===== config.mk =====
export PLATFORM = sky130hd
export DESIGN_NAME = serial_adder4_flat
export DESIGN_NICKNAME = d
export VERILOG_FILES = /design/src/rtl/serial_adder4_if.sv /design/src/rtl/serial_adder4.sv /design/src/flat_wrapper.sv
export SDC_FILE = /design/constraint.sdc
export NUM_CORES = 1
export LEC_CHECK = 0
export ABC_AREA = 1
export BUFFER_PORTS_ARGS = -buffer_cell sky130_fd_sc_hd__buf_4
export CAP_MARGIN = 20
export CORE_ASPECT_RATIO = 1.5
export CORE_MARGIN = 5
export CORE_UTILIZATION = 35
export DETAILED_ROUTE_END_ITERATION = 12
export PLACE_DENSITY_LB_ADDON = 0.05
export RECOVER_POWER = 50
export SETUP_SLACK_MARGIN = 0.02
export SKIP_LAST_GASP = 1
export SYNTH_ARGS = -nofsm -noshare
export SYNTH_HDL_FRONTEND = slang
export SYNTH_SLANG_ARGS = --single-unit

===== constraint.sdc =====
create_clock -name clk -period 2.95 [get_ports clk]
set_clock_uncertainty 0.1 [all_clocks]
set_input_delay 0.1475 -clock clk [delete_from_list [all_inputs] [get_ports clk]]
set_output_delay 0.1475 -clock clk [all_outputs]
set_load 0.02 [all_outputs]

===== src/rtl/serial_adder4_if.sv =====
// Handshake/operand bundle for serial_adder4.
// The overflow signal exists only when SERIAL_ADDER_OVF_EN is defined.
interface serial_adder4_if #(
    parameter int WIDTH = 4
);
    logic             start;
    logic [WIDTH-1:0] a;
    logic [WIDTH-1:0] b;
    logic             carry_in;
    logic             busy;
    logic             done;
    logic [WIDTH-1:0] sum;
    logic             carry_out;
`ifdef SERIAL_ADDER_OVF_EN
    logic             overflow;

    modport master (
        output start, a, b, carry_in,
        input  busy, done, sum, carry_out, overflow
    );
    modport slave (
        input  start, a, b, carry_in,
        output busy, done, sum, carry_out, overflow
    );
`else
    modport master (
        output start, a, b, carry_in,
        input  busy, done, sum, carry_out
    );
    modport slave (
        input  start, a, b, carry_in,
        output busy, done, sum, carry_out
    );
`endif
endinterface


===== src/rtl/serial_adder4.sv =====
// Bit-serial ripple adder: one full-adder cell, one operand bit per clock,
// LSB first. Result {carry_out,sum} = a + b + carry_in, presented with a
// one-cycle done pulse. Optional signed overflow output: SERIAL_ADDER_OVF_EN.
module serial_adder4 #(
    parameter int WIDTH = 4
) (
    input  logic           clk,
    input  logic           rst,
    serial_adder4_if.slave bus
);
    localparam int CW = (WIDTH > 1) ? $clog2(WIDTH) : 1;
    localparam logic [CW-1:0] LAST = CW'(WIDTH - 1);

    typedef enum logic [1:0] {
        IDLE = 2'd0,
        RUN  = 2'd1,
        DONE = 2'd2
    } state_t;

    state_t           state_q;
    logic [CW-1:0]    cnt_q;
    logic [WIDTH-1:0] a_sh_q;
    logic [WIDTH-1:0] b_sh_q;
    logic             c_q;
    logic [WIDTH-2:0] sh_q;
    logic [WIDTH-1:0] sum_q;
    logic             cout_q;
    logic             busy_q;
    logic             done_q;
`ifdef SERIAL_ADDER_OVF_EN
    logic             ovf_q;
`endif

    logic             s_d;
    logic             c_d;
    logic [WIDTH-1:0] sh_d;
    logic             accept;

    // Full-adder cell on the current LSBs; the shadow holds the WIDTH-1 sum
    // bits produced so far, so sh_d is the complete sum on the final bit.
    always_comb begin
        s_d    = a_sh_q[0] ^ b_sh_q[0] ^ c_q;
        c_d    = (a_sh_q[0] & b_sh_q[0]) | (a_sh_q[0] & c_q) | (b_sh_q[0] & c_q);
        sh_d   = {s_d, sh_q};
        accept = bus.start && ((state_q == IDLE) || (state_q == DONE));
    end

    // Control FSM, datapath shift registers and registered outputs.
    always_ff @(posedge clk) begin
        if (rst) begin
            state_q <= IDLE;
            cnt_q   <= '0;
            a_sh_q  <= '0;
            b_sh_q  <= '0;
            c_q     <= 1'b0;
            sh_q    <= '0;
            sum_q   <= '0;
            cout_q  <= 1'b0;
            busy_q  <= 1'b0;
            done_q  <= 1'b0;
`ifdef SERIAL_ADDER_OVF_EN
            ovf_q   <= 1'b0;
`endif
        end else begin
            case (state_q)
                IDLE: begin
                    done_q <= 1'b0;
                end
                RUN: begin
                    a_sh_q <= a_sh_q >> 1;
                    b_sh_q <= b_sh_q >> 1;
                    c_q    <= c_d;
                    sh_q   <= sh_d[WIDTH-1:1];
                    cnt_q  <= cnt_q + CW'(1);
                    if (cnt_q == LAST) begin
                        state_q <= DONE;
                        cnt_q   <= '0;
                        busy_q  <= 1'b0;
                        done_q  <= 1'b1;
                        sum_q   <= sh_d;
                        cout_q  <= c_d;
`ifdef SERIAL_ADDER_OVF_EN
                        // c_q is the carry into the MSB at this point
                        ovf_q   <= c_q ^ c_d;
`endif
                    end
                end
                DONE: begin
                    state_q <= IDLE;
                    done_q  <= 1'b0;
                end
                default: begin
                    state_q <= IDLE;
                    busy_q  <= 1'b0;
                    done_q  <= 1'b0;
                end
            endcase

            // Accept from IDLE or DONE overrides the state chosen above
            if (accept) begin
                state_q <= RUN;
                busy_q  <= 1'b1;
                cnt_q   <= '0;
                a_sh_q  <= bus.a;
                b_sh_q  <= bus.b;
                c_q     <= bus.carry_in;
                sh_q    <= '0;
            end
        end
    end

    assign bus.busy      = busy_q;
    assign bus.done      = done_q;
    assign bus.sum       = sum_q;
    assign bus.carry_out = cout_q;
`ifdef SERIAL_ADDER_OVF_EN
    assign bus.overflow  = ovf_q;
`endif

endmodule


===== src/flat_wrapper.sv =====
// flat-port wrapper written by rule: the top's interface ports become plain ports
module serial_adder4_flat 
#(
    parameter int WIDTH = 4
)
  (clk, rst, bus_start, bus_a, bus_b, bus_carry_in, bus_busy, bus_done, bus_sum, bus_carry_out);
  serial_adder4_if #(.WIDTH(WIDTH)) bus_i ();
  input  logic clk;
  input  logic rst;
  input wire logic [$bits(bus_i.start)-1:0] bus_start;
  input wire logic [$bits(bus_i.a)-1:0] bus_a;
  input wire logic [$bits(bus_i.b)-1:0] bus_b;
  input wire logic [$bits(bus_i.carry_in)-1:0] bus_carry_in;
  output wire logic [$bits(bus_i.busy)-1:0] bus_busy;
  output wire logic [$bits(bus_i.done)-1:0] bus_done;
  output wire logic [$bits(bus_i.sum)-1:0] bus_sum;
  output wire logic [$bits(bus_i.carry_out)-1:0] bus_carry_out;
  assign bus_i.start = bus_start;
  assign bus_i.a = bus_a;
  assign bus_i.b = bus_b;
  assign bus_i.carry_in = bus_carry_in;
  assign bus_busy = bus_i.busy;
  assign bus_done = bus_i.done;
  assign bus_sum = bus_i.sum;
  assign bus_carry_out = bus_i.carry_out;
  serial_adder4 #(.WIDTH(WIDTH)) u_core (.clk(clk), .rst(rst), .bus(bus_i));
endmodule

==> results of run 1 <==
## kinds of logic (layout without fill, tap and decap cells)
group	after synthesis	in the layout	share of synthesized area, %
buffers and inverters	23	42	10.2
AO/OA/AOI/OAI	19	19	9.79
flip-flops	23	23	47.4
AND/OR/NAND/NOR	67	67	29.3
adder cells (fa/ha/maj)	2	2	3.35
## how the worst max path moves through the flow
| stage | start | end | depth (start not counted) |
|---|---|---|---|
| detailed placement | u_core.state_q[0] | u_core.bus.sum[1] | 5 |
| global placement | u_core.state_q[0] | u_core.bus.sum[1] | 5 |
| global route | u_core.state_q[0] | u_core.bus.sum[1] | 5 |
| CTS | u_core.state_q[0] | u_core.bus.sum[1] | 5 |
| finish | u_core.state_q[0] | u_core.bus.sum[1] | 5 |
| floorplan | u_core.c_q | u_core.bus.sum[3] | 3 |
## power by group through the flow
| stage | registers [mW] | logic (mW) | clock network (mW) |
|---|---|---|---|
| 3_3_place_gp | 0.342 | 0.0808 | 0 |
| 2_1_floorplan | 0.342 | 0.0556 | 0 |
| 4_1_cts | 0.335 | 0.0819 | 0.197 |
| 6_report | 0.334 | 0.0786 | 0.188 |
| 5_1_grt | 0.337 | 0.0887 | 0.210 |
| 3_5_place_dp | 0.342 | 0.0813 | 0 |
## area by class of cell
class,count,share of cell area (%)
Sequential cell,23,40.5
Inverter,20,6.60
Tap cell,37,4.07
Timing Repair Buffer,18,9.57
Multi-Input combinational cell,88,35.3
Clock buffer,4,3.96
## critical path, stage by stage, from the launching register on
cell and delay (ns):
dfxtp_1 0.41, nand2_1 0.37, nor2_1 0.46, inv_2 0.13, nor2_1 0.10, nor2_1 0.05
## per-stage QoR
| step | cell area [sq um] | utilization [%] | setup slack, ns |
|---|---|---|---|
| after floorplan | 971 | - | 1.77 |
| after global placement | 1130 | 42.2 | 1.59 |
| after detailed placement | 1130 | 42.2 | 1.59 |
| after CTS | 1170 | 43.9 | 1.58 |
| after global routing | 1140 | 42.5 | 0.989 |
| final | 1140 | 42.5 | 1.22 |
## cells in the mapped netlist
cell      n  area (sq um)
ha_1      1          12.5
fa_1      1          20.0
nor3_1    2          10.0
a21oi_1  13          65.1
nor2_4    1          11.3
nand2_1  28           105
buf_4     1          7.51
o21ai_0   6          30.0
inv_2     3          11.3
buf_6     1          11.3
nor2_1   21          78.8
nand2_2   3          18.8
inv_1    17          63.8
dfxtp_1  23           460
buf_2     1          5.00
nand3_1  12          60.1
## cells in the final DEF (no fill, tap or decap)
cell type	netlist	final
dfxtp_1	23	23
nand2_1	28	29
nor3_1	2	2
ha_1	1	1
nand2_2	3	2
a21oi_1	13	13
nor2_1	21	22
clkbuf_1	0	8
o21ai_0	6	6
nand3_1	12	12
inv_2	3	3
inv_1	17	17
buf_4	1	11
clkbuf_8	0	3
fa_1	1	1
## routing by layer
metal	wire [um]	up-vias	GRT usage [%]
met4	20	0	4.26
met2	988	16	20.0
met1	968	366	14.2
met5	0	-	0
li1	-	453	-
met3	116	2	2.40
## registers in the layout (all words and copies together), names as in the netlist
name / count
u_core.a_sh_q: 4
u_core.b_sh_q: 4
u_core.bus.busy: 1
u_core.bus.carry_out: 1
u_core.bus.done: 1
u_core.bus.sum: 4
u_core.c_q: 1
u_core.cnt_q: 2
u_core.sh_q: 3
u_core.state_q: 2
==> results_dict.tcl, run 1 <==
set metrics [dict create \
    status "finished clean" \
    fillers 297 \
    multi_input_area_sq_um 402 \
    grt.total_usage_pct 11.7 \
    clk_path_buf_depth 2 \
    post_route_cells_drive_above_1_share_pct 12.4 \
    crit_path_end_kind "flip-flop" \
    synth_cell_types 16 \
    drv_cap 0 \
    critical_path_class "reg -> reg" \
    fin_hold_ws_ns 0.0122 \
    rsz0062_at_grt "no" \
    post_cts_resized 0 \
    coreArea_sq_um 2680 \
    cts_buffers 3 \
    drc_errors 0 \
    wl_um 2090 \
    ys_ff_latch 23 \
    p_clk_share_pct 31.3 \
    vias_per_cell 4.41 \
    fin_nets 168 \
    setup_viol 0 \
    antennaDiodeCount 0 \
    max_slew_margin_pct 62.5 \
    avgSynthCellArea_sq_um 7.25 \
    io_pins 19 \
    power.density_cell_area_nw_per_um2 529 \
    final_cells 190 \
    place.gp.congestion 0.797 \
    yosysWarningCount 0 \
    ys_seq_area_share_pct 47.4 \
    comb_power_share_pct 13.1 \
    r2r_start "u_core.state_q[0]" \
    hold_buffers 0 \
    total_power_mw 0.601 \
    cp.arrival_ns 1.79 \
    vias 837 \
    r2r_setup_slack_ns 1.22 \
    fin_crit_sh_pct 58.7 \
    drt_iter0_drc 17 \
    fin_tns_setup_ns 0 \
    cts_num_sinks 23 \
    register_area_sq_um 460 \
    timing.final.crit_period_ns 1.73 \
    area_growth_pct 17.1 \
    drtAntennaViolNets 0 \
    clockRootBuffer "clkbuf_8" \
    cts_setup_buffers 0 \
    die_h_um 74.5 \
    grt_start_max_net_pins 19 \
    synth_area_sq_um 971 \
    port_buffers 18 \
    die_area_sq_um 3950 \
    seq_power_share_pct 55.6 \
    hold_viol 0 \
    antenna_found_initial 0 \
    vdd_drop_max_mv 0.304 \
    final_max_slew_viol_count 0 \
    netSwitchingPower_mw 0.150 \
    dp.final_hpwl_um 1610 \
    firstDrtPassIters 4 \
    tightest_slew_ns 0.561 \
    leakage_nw 0.520 \
    grt_pass1_vias 824 \
    h-tree-depth 1 \
    place_inst 186 \
    clk_pin_slew_ns 0.08 \
    crit_path_start_kind "flip-flop" \
    num_rows 23 \
    swShare_pct 24.9 \
    intPower_mw 0.452 \
    worst-path-max-fanout 18 \
    clock_latency_ns 0.26 \
    timing.rr.end "u_core.bus.sum[1]" \
    drt-wirelength-per-cell_um 11.0 \
    synth_cells 134 \
    cts_tree "built" \
    die_w_um 53.0 \
    hold_start "bus_b[3]" \
    hold_path_class "in -> reg" \
    required_ns 3.00 \
    r2r_cells 5 \
    worst_hold_path.endpoint "u_core.b_sh_q[3]" \
    hold_depth 3 \
    max_freq_mhz 577 \
    synthesis.nets 148 \
    initial_utilization_pct 36.3 \
    grt_pass1_wl_um 3480 \
    gr-total-overflow 0 \
]
(Power assumes the default switching activity.)
==> inputs of run 2 (changes only) <==
Settings changed: ABC_AREA 1 to 0.
Clock period 2.95 ns to 1.4 ns, I/O delays scaled along.
==> run 2 against run 1 <==
Compared with the run above: first-iteration DRC count fell by 76%; worst setup slack got worse by 1.1 ns; flip-flop and latch count did not move; maximum frequency rose by 34%; largest cell class unchanged; largest power group unchanged.
==> results_dict.tcl, run 2 <==
set metrics [dict create \
    status "finished clean" \
    hold_viol 0 \
    die_w_um 52.2 \
    avgSynthCellArea_sq_um 8.90 \
    dp.final_hpwl_um 1540 \
    vias_per_cell 4.80 \
    cts_setup_buffers 0 \
    gr-total-overflow 0 \
    synth_area_sq_um 935 \
    wl_um 2060 \
    die_area_sq_um 3830 \
    fin_crit_sh_pct 92.1 \
    synth_compound_area_share_pct 15.4 \
    grt_pass1_wl_um 3500 \
    ys_top_cells_by_area "dfxtp_1, nand2_1, a21oi_1" \
    drt_iter0_drc 4 \
    yosys-top-cells-count "dfxtp_1, nand2_1, a21oi_1" \
    hold_path_class "in -> reg" \
    coreArea_sq_um 2620 \
    cp.arrival_ns 1.38 \
    synth-edff-count 0 \
    synthAdderAreaFrac_pct 3.48 \
    place_area_sq_um 1110 \
    total_power_mw 1.29 \
    utilization_pct 44.5 \
    vdd_drop_max_mv 0.442 \
    yosysMostFrequentCell "dfxtp_1" \
    leakage_nw 0.431 \
    max_freq_mhz 775 \
    firstDrtPassIters 4 \
    die_h_um 73.3 \
    worst-path-max-fanout 5 \
    cts_num_sinks 23 \
    synth-xor-area-share_pct 0 \
    max_slew_margin_pct 82.5 \
    clock_latency_ns 0.26 \
    final_max_slew_viol_count 0 \
    fillers 290 \
    rsz0062_at_grt "no" \
    synth_simple_gate_area_share_pct 24.1 \
    synthesis.nets 119 \
    drtAntennaViolNets 0 \
    num_rows 23 \
    antennaDiodeCount 0 \
    drv_cap 0 \
    synth_cells 105 \
    antenna_found_initial 0 \
    cp_slowest_cell "or3_1" \
    drt-wirelength-per-cell_um 12.4 \
    crit_path_cell_trace "ha_1 -> or3_1 -> a21oi_1" \
    crit_path_start_kind "flip-flop" \
    muxShareOfSynthArea_pct 2.14 \
    grt_start_max_net_pins 19 \
    worst-path-buf-inv 0 \
    final_area_sq_um 1160 \
    tightest_slew_ns 0.263 \
    clk_pin_slew_ns 0.08 \
    required_ns 1.49 \
    grt.total_usage_pct 12.2 \
    io_pins 19 \
    synth_ff_type "dfxtp_1" \
    place_inst 158 \
    critical_path_class "reg -> reg" \
    place.gp.congestion 0.727 \
    yosysTopAreaCellShare_pct 49.3 \
    fin_nets 144 \
    fin_tns_setup_ns 0 \
    final_cells 166 \
    setup_viol 0 \
    slowest_delay_ns 0.38 \
    async_flop_share_pct 0 \
    cts_tree "built" \
    clockRootBuffer "clkbuf_8" \
    grt_pass1_vias 825 \
    final_common_cell "dfxtp_1" \
    post_route_cells_drive_above_1_share_pct 19.4 \
    clk_path_buf_depth 2 \
    synth_top_area_cell "dfxtp_1" \
    ys_seq_area_share_pct 49.3 \
    synth_cell_types 24 \
    yosysWarningCount 0 \
    drc_errors 0 \
    vias 797 \
    initial_utilization_pct 35.7 \
    cts_buffers 3 \
    crit_path_end_kind "flip-flop" \
    final_cell_mix "dfxtp_1, nand2_1, buf_4" \
    power.density_cell_area_nw_per_um2 1110 \
    timing.final.crit_period_ns 1.29 \
    synth_top_family_by_area "simple AND/OR/NAND/NOR gates" \
    cp_top_family "simple AND/OR/NAND/NOR gates" \
    port_buffers 18 \
    ys_ff_latch 23 \
    area_growth_pct 24.6 \
    h-tree-depth 1 \
]
## run 2: changes by cell type after synthesis, sizes merged, moves of 3 or more
cell / previous run / this run
buf: 3 / 8
nor3: 2 / 9
o21ai: 6 / 0
nand2: 31 / 19
nand3: 12 / 7
o22ai: 0 / 3
inv: 20 / 0
nor2: 22 / 6
nand2b: 0 / 3
## run 2: logic make-up (layout without fill, tap and decap cells)
| group | Yosys count | count (layout) |
|---|---|---|
| simple gates | 48 | 48 |
| flops | 23 | 23 |
| compound gates | 22 | 22 |
| buf+inv | 8 | 32 |
| fa+ha+maj | 2 | 2 |
| mux | 2 | 2 |
## run 2: final cells by class
class,instances,area [sq um],area share (%)
repair buffers,28,191,16.4
well taps,37,46.3,3.97
flip-flops and latches,23,460,39.5
multi-input cells,74,422,36.2
clock buffers,4,45.0,3.87
## run 2: report_power, final
group          leakage (nW)  switching [mW]  internal (mW)  total (mW)
Combinational         0.221          0.0896         0.0865       0.176
Clock                0.0228           0.209          0.203       0.411
Sequential            0.188          0.0221          0.685       0.707
Total                 0.431           0.320          0.974        1.29
## run 2: worst paths after layout
check	from	cells after the start	slack [ns]	end
max	u_core.cnt_q[0]	3	0.11	u_core.cnt_q[0]
min	bus_a[2]	3	0.01	u_core.a_sh_q[2]
min reg2reg	u_core.bus.carry_out	2	0.36	u_core.bus.carry_out
max reg2reg	u_core.cnt_q[0]	3	0.11	u_core.cnt_q[0]
## run 2: through the flow
stage	hold slack (ns)	setup slack [ns]
2_1_floorplan	0.153	0.119
3_5_place_dp	0.267	0.0425
3_3_place_gp	0.256	0.0601
5_1_grt	0.0196	0.0207
6_report	0.0126	0.110
4_1_cts	0.00810	0.0279
## run 2: what timing repair did
item | in CTS | in global routing
hold buffers | 4 | 0
pin swaps | 0 | 0
gates resized for setup | 1 | 3
setup endpoints to repair | 1 | 16
endpoints found under the hold margin | 4 | 0
## run 2: layer usage
metal	track usage [%]	vias to the layer above	routed length (um)
met2	22.1	11	1080
met1	13.7	374	878
met5	0	-	0
met3	2.03	2	81
met4	5.11	0	20
li1	-	410	-
## run 2: worst register-to-register path, cell delays in order, from the launching register on
cell and delay, ns:
dfxtp_1 0.33, ha_1 0.27, or3_1 0.38, a21oi_1 0.14
==> inputs of run 3 (changes only) <==
--- a/config.mk
+++ b/config.mk
@@ -13,4 +13,5 @@
 export CORE_UTILIZATION = 35
 export DETAILED_ROUTE_END_ITERATION = 12
+export GPL_TIMING_DRIVEN = 0
 export PLACE_DENSITY_LB_ADDON = 0.05
 export RECOVER_POWER = 50
==> constraint.sdc (replaced) <==
create_clock -name clk -period 1.4 [get_ports clk]
set_clock_uncertainty 0.1 [all_clocks]
set_input_delay 0.07 -clock clk [delete_from_list [all_inputs] [get_ports clk]]
set_output_delay 0.07 -clock clk [all_outputs]
set_load 0.01 [all_outputs]
==> run 3 against run 2 <==
Compared with the run above: combinational power increased by 3%; non-clock buffer count rose by 1; first-iteration DRC count rose to 3.8 times the previous value; cell area grew 0.97%; maximum frequency fell by 3.1%; largest cell class unchanged; sequential share of layout area shrank 0.27 points.
==> results_dict.tcl, run 3 (synthesis gave the netlist of run 2 again) <==
set metrics [dict create \
    place.gp.congestion 0.702 \
    antennaDiodeCount 0 \
    vdd_drop_max_mv 0.515 \
    grt_pass1_wl_um 3220 \
    drv_cap 0 \
    hold_viol 0 \
    area_growth_pct 25.8 \
    initial_utilization_pct 35.7 \
    clockRootBuffer "clkbuf_8" \
    worst-path-max-fanout 10 \
    io_pins 19 \
    final_cell_mix "dfxtp_1, nand2_1, buf_4" \
    setup_viol 0 \
    clock_latency_ns 0.26 \
    comb_power_share_pct 14.0 \
    final_area_sq_um 1180 \
    utilization_pct 44.9 \
    intPower_mw 0.976 \
    final_max_slew_viol_count 0 \
    cts_num_sinks 23 \
    drt-wirelength-per-cell_um 12.3 \
    tightest_slew_ns 0.462 \
    num_rows 23 \
    netSwitchingPower_mw 0.316 \
    max_freq_mhz 751 \
    swShare_pct 24.5 \
    cp.arrival_ns 1.43 \
    critical_path_class "reg -> reg" \
    fin_crit_sh_pct 95.1 \
    drc_errors 0 \
    fin_nets 145 \
    h-tree-depth 1 \
    leakage_nw 0.436 \
    grt.total_usage_pct 11.5 \
    drtAntennaViolNets 0 \
    gr-total-overflow 0 \
    die_h_um 73.3 \
    required_ns 1.50 \
    place_area_sq_um 1110 \
    cts_buffers 3 \
    timing.final.crit_period_ns 1.33 \
    crit_path_start_kind "flip-flop" \
    wl_um 2050 \
    antenna_found_initial 0 \
    coreArea_sq_um 2620 \
    final_common_cell "dfxtp_1" \
    rsz0062_at_grt "yes" \
    hold_path_class "in -> reg" \
    vias 780 \
    dp.final_hpwl_um 1490 \
    port_buffers 17 \
    die_w_um 52.2 \
    seq_power_share_pct 54.6 \
    grt_start_max_net_pins 13 \
    post_route_cells_drive_above_1_share_pct 20.0 \
    vias_per_cell 4.67 \
    clk_pin_slew_ns 0.08 \
    status "finished clean" \
    clk_path_buf_depth 2 \
    power.density_cell_area_nw_per_um2 1100 \
    max_slew_margin_pct 69.2 \
    die_area_sq_um 3830 \
    drt_iter0_drc 15 \
    cts_tree "built" \
    firstDrtPassIters 2 \
    p_clk_share_pct 31.5 \
    grt_pass1_vias 737 \
    fin_tns_setup_ns 0 \
    crit_path_end_kind "flip-flop" \
]
## run 3: area by class of cell
| type | instances | area, sq um |
|---|---|---|
| fill | 290 | 1440 |
| buffer | 8 | 58.8 |
| tap | 37 | 46.3 |
| multi-input combinational | 74 | 425 |
| sequential | 23 | 462 |
| timing repair buffer | 21 | 139 |
| clock buffer | 4 | 45.0 |
## run 3: power by group through the flow
stage / Combinational, mW / Sequential (mW) / Clock (mW)
floorplan: 0.119 / 0.718 / 0
global placement: 0.173 / 0.720 / 0
detailed placement: 0.174 / 0.721 / 0
CTS: 0.181 / 0.705 / 0.425
global route: 0.196 / 0.710 / 0.460
finish: 0.181 / 0.705 / 0.407
## run 3: through the flow
| step | hold slack (ns) | setup slack (ns) | cells | power (mW) |
|---|---|---|---|---|
| after floorplan | 0.153 | 0.119 | 105 | 0.836 |
| after global placement | 0.249 | 0.0548 | 159 | 0.893 |
| after detailed placement | 0.266 | 0.0476 | 159 | 0.895 |
| after CTS | 0.00411 | 0.0355 | 166 | 1.31 |
| after global routing | 0.0168 | 0.0120 | 167 | 1.37 |
| final | 0.0107 | 0.0690 | 167 | 1.29 |
## run 3: path summary, 6_finish.rpt
kind	end	start	cells after the start	slack, ns
setup / recovery	u_core.cnt_q[0]	u_core.cnt_q[0]	4	0.07
hold / removal	u_core.b_sh_q[2]	rst	2	0.01
setup reg to reg	u_core.cnt_q[0]	u_core.cnt_q[0]	4	0.07
hold reg to reg	u_core.bus.sum[1]	u_core.bus.sum[1]	2	0.35
## run 3: worst max-delay path: stages, from the launching register on
cell and delay [ns]:
dfxtp_2 0.33, ha_1 0.19, buf_6 0.14, or3_1 0.38, a21oi_2 0.13
## run 3: layer usage
| layer | vias to the layer above | share of wire, % | global-route usage, % |
|---|---|---|---|
| li1 | 410 | - | - |
| met5 | - | 0 | 0 |
| met4 | 0 | 1.8 | 5.97 |
| met1 | 353 | 44 | 12.9 |
| met3 | 4 | 3.6 | 2.03 |
| met2 | 13 | 51 | 20.3 |
## run 3: timing repair
item | in CTS | in global routing
setup endpoints to repair | 0 | 7
hold buffers | 3 | 0
gates resized for setup | 0 | 6
endpoints found under the hold margin | 3 | 0
buffers inserted | 0 | 1
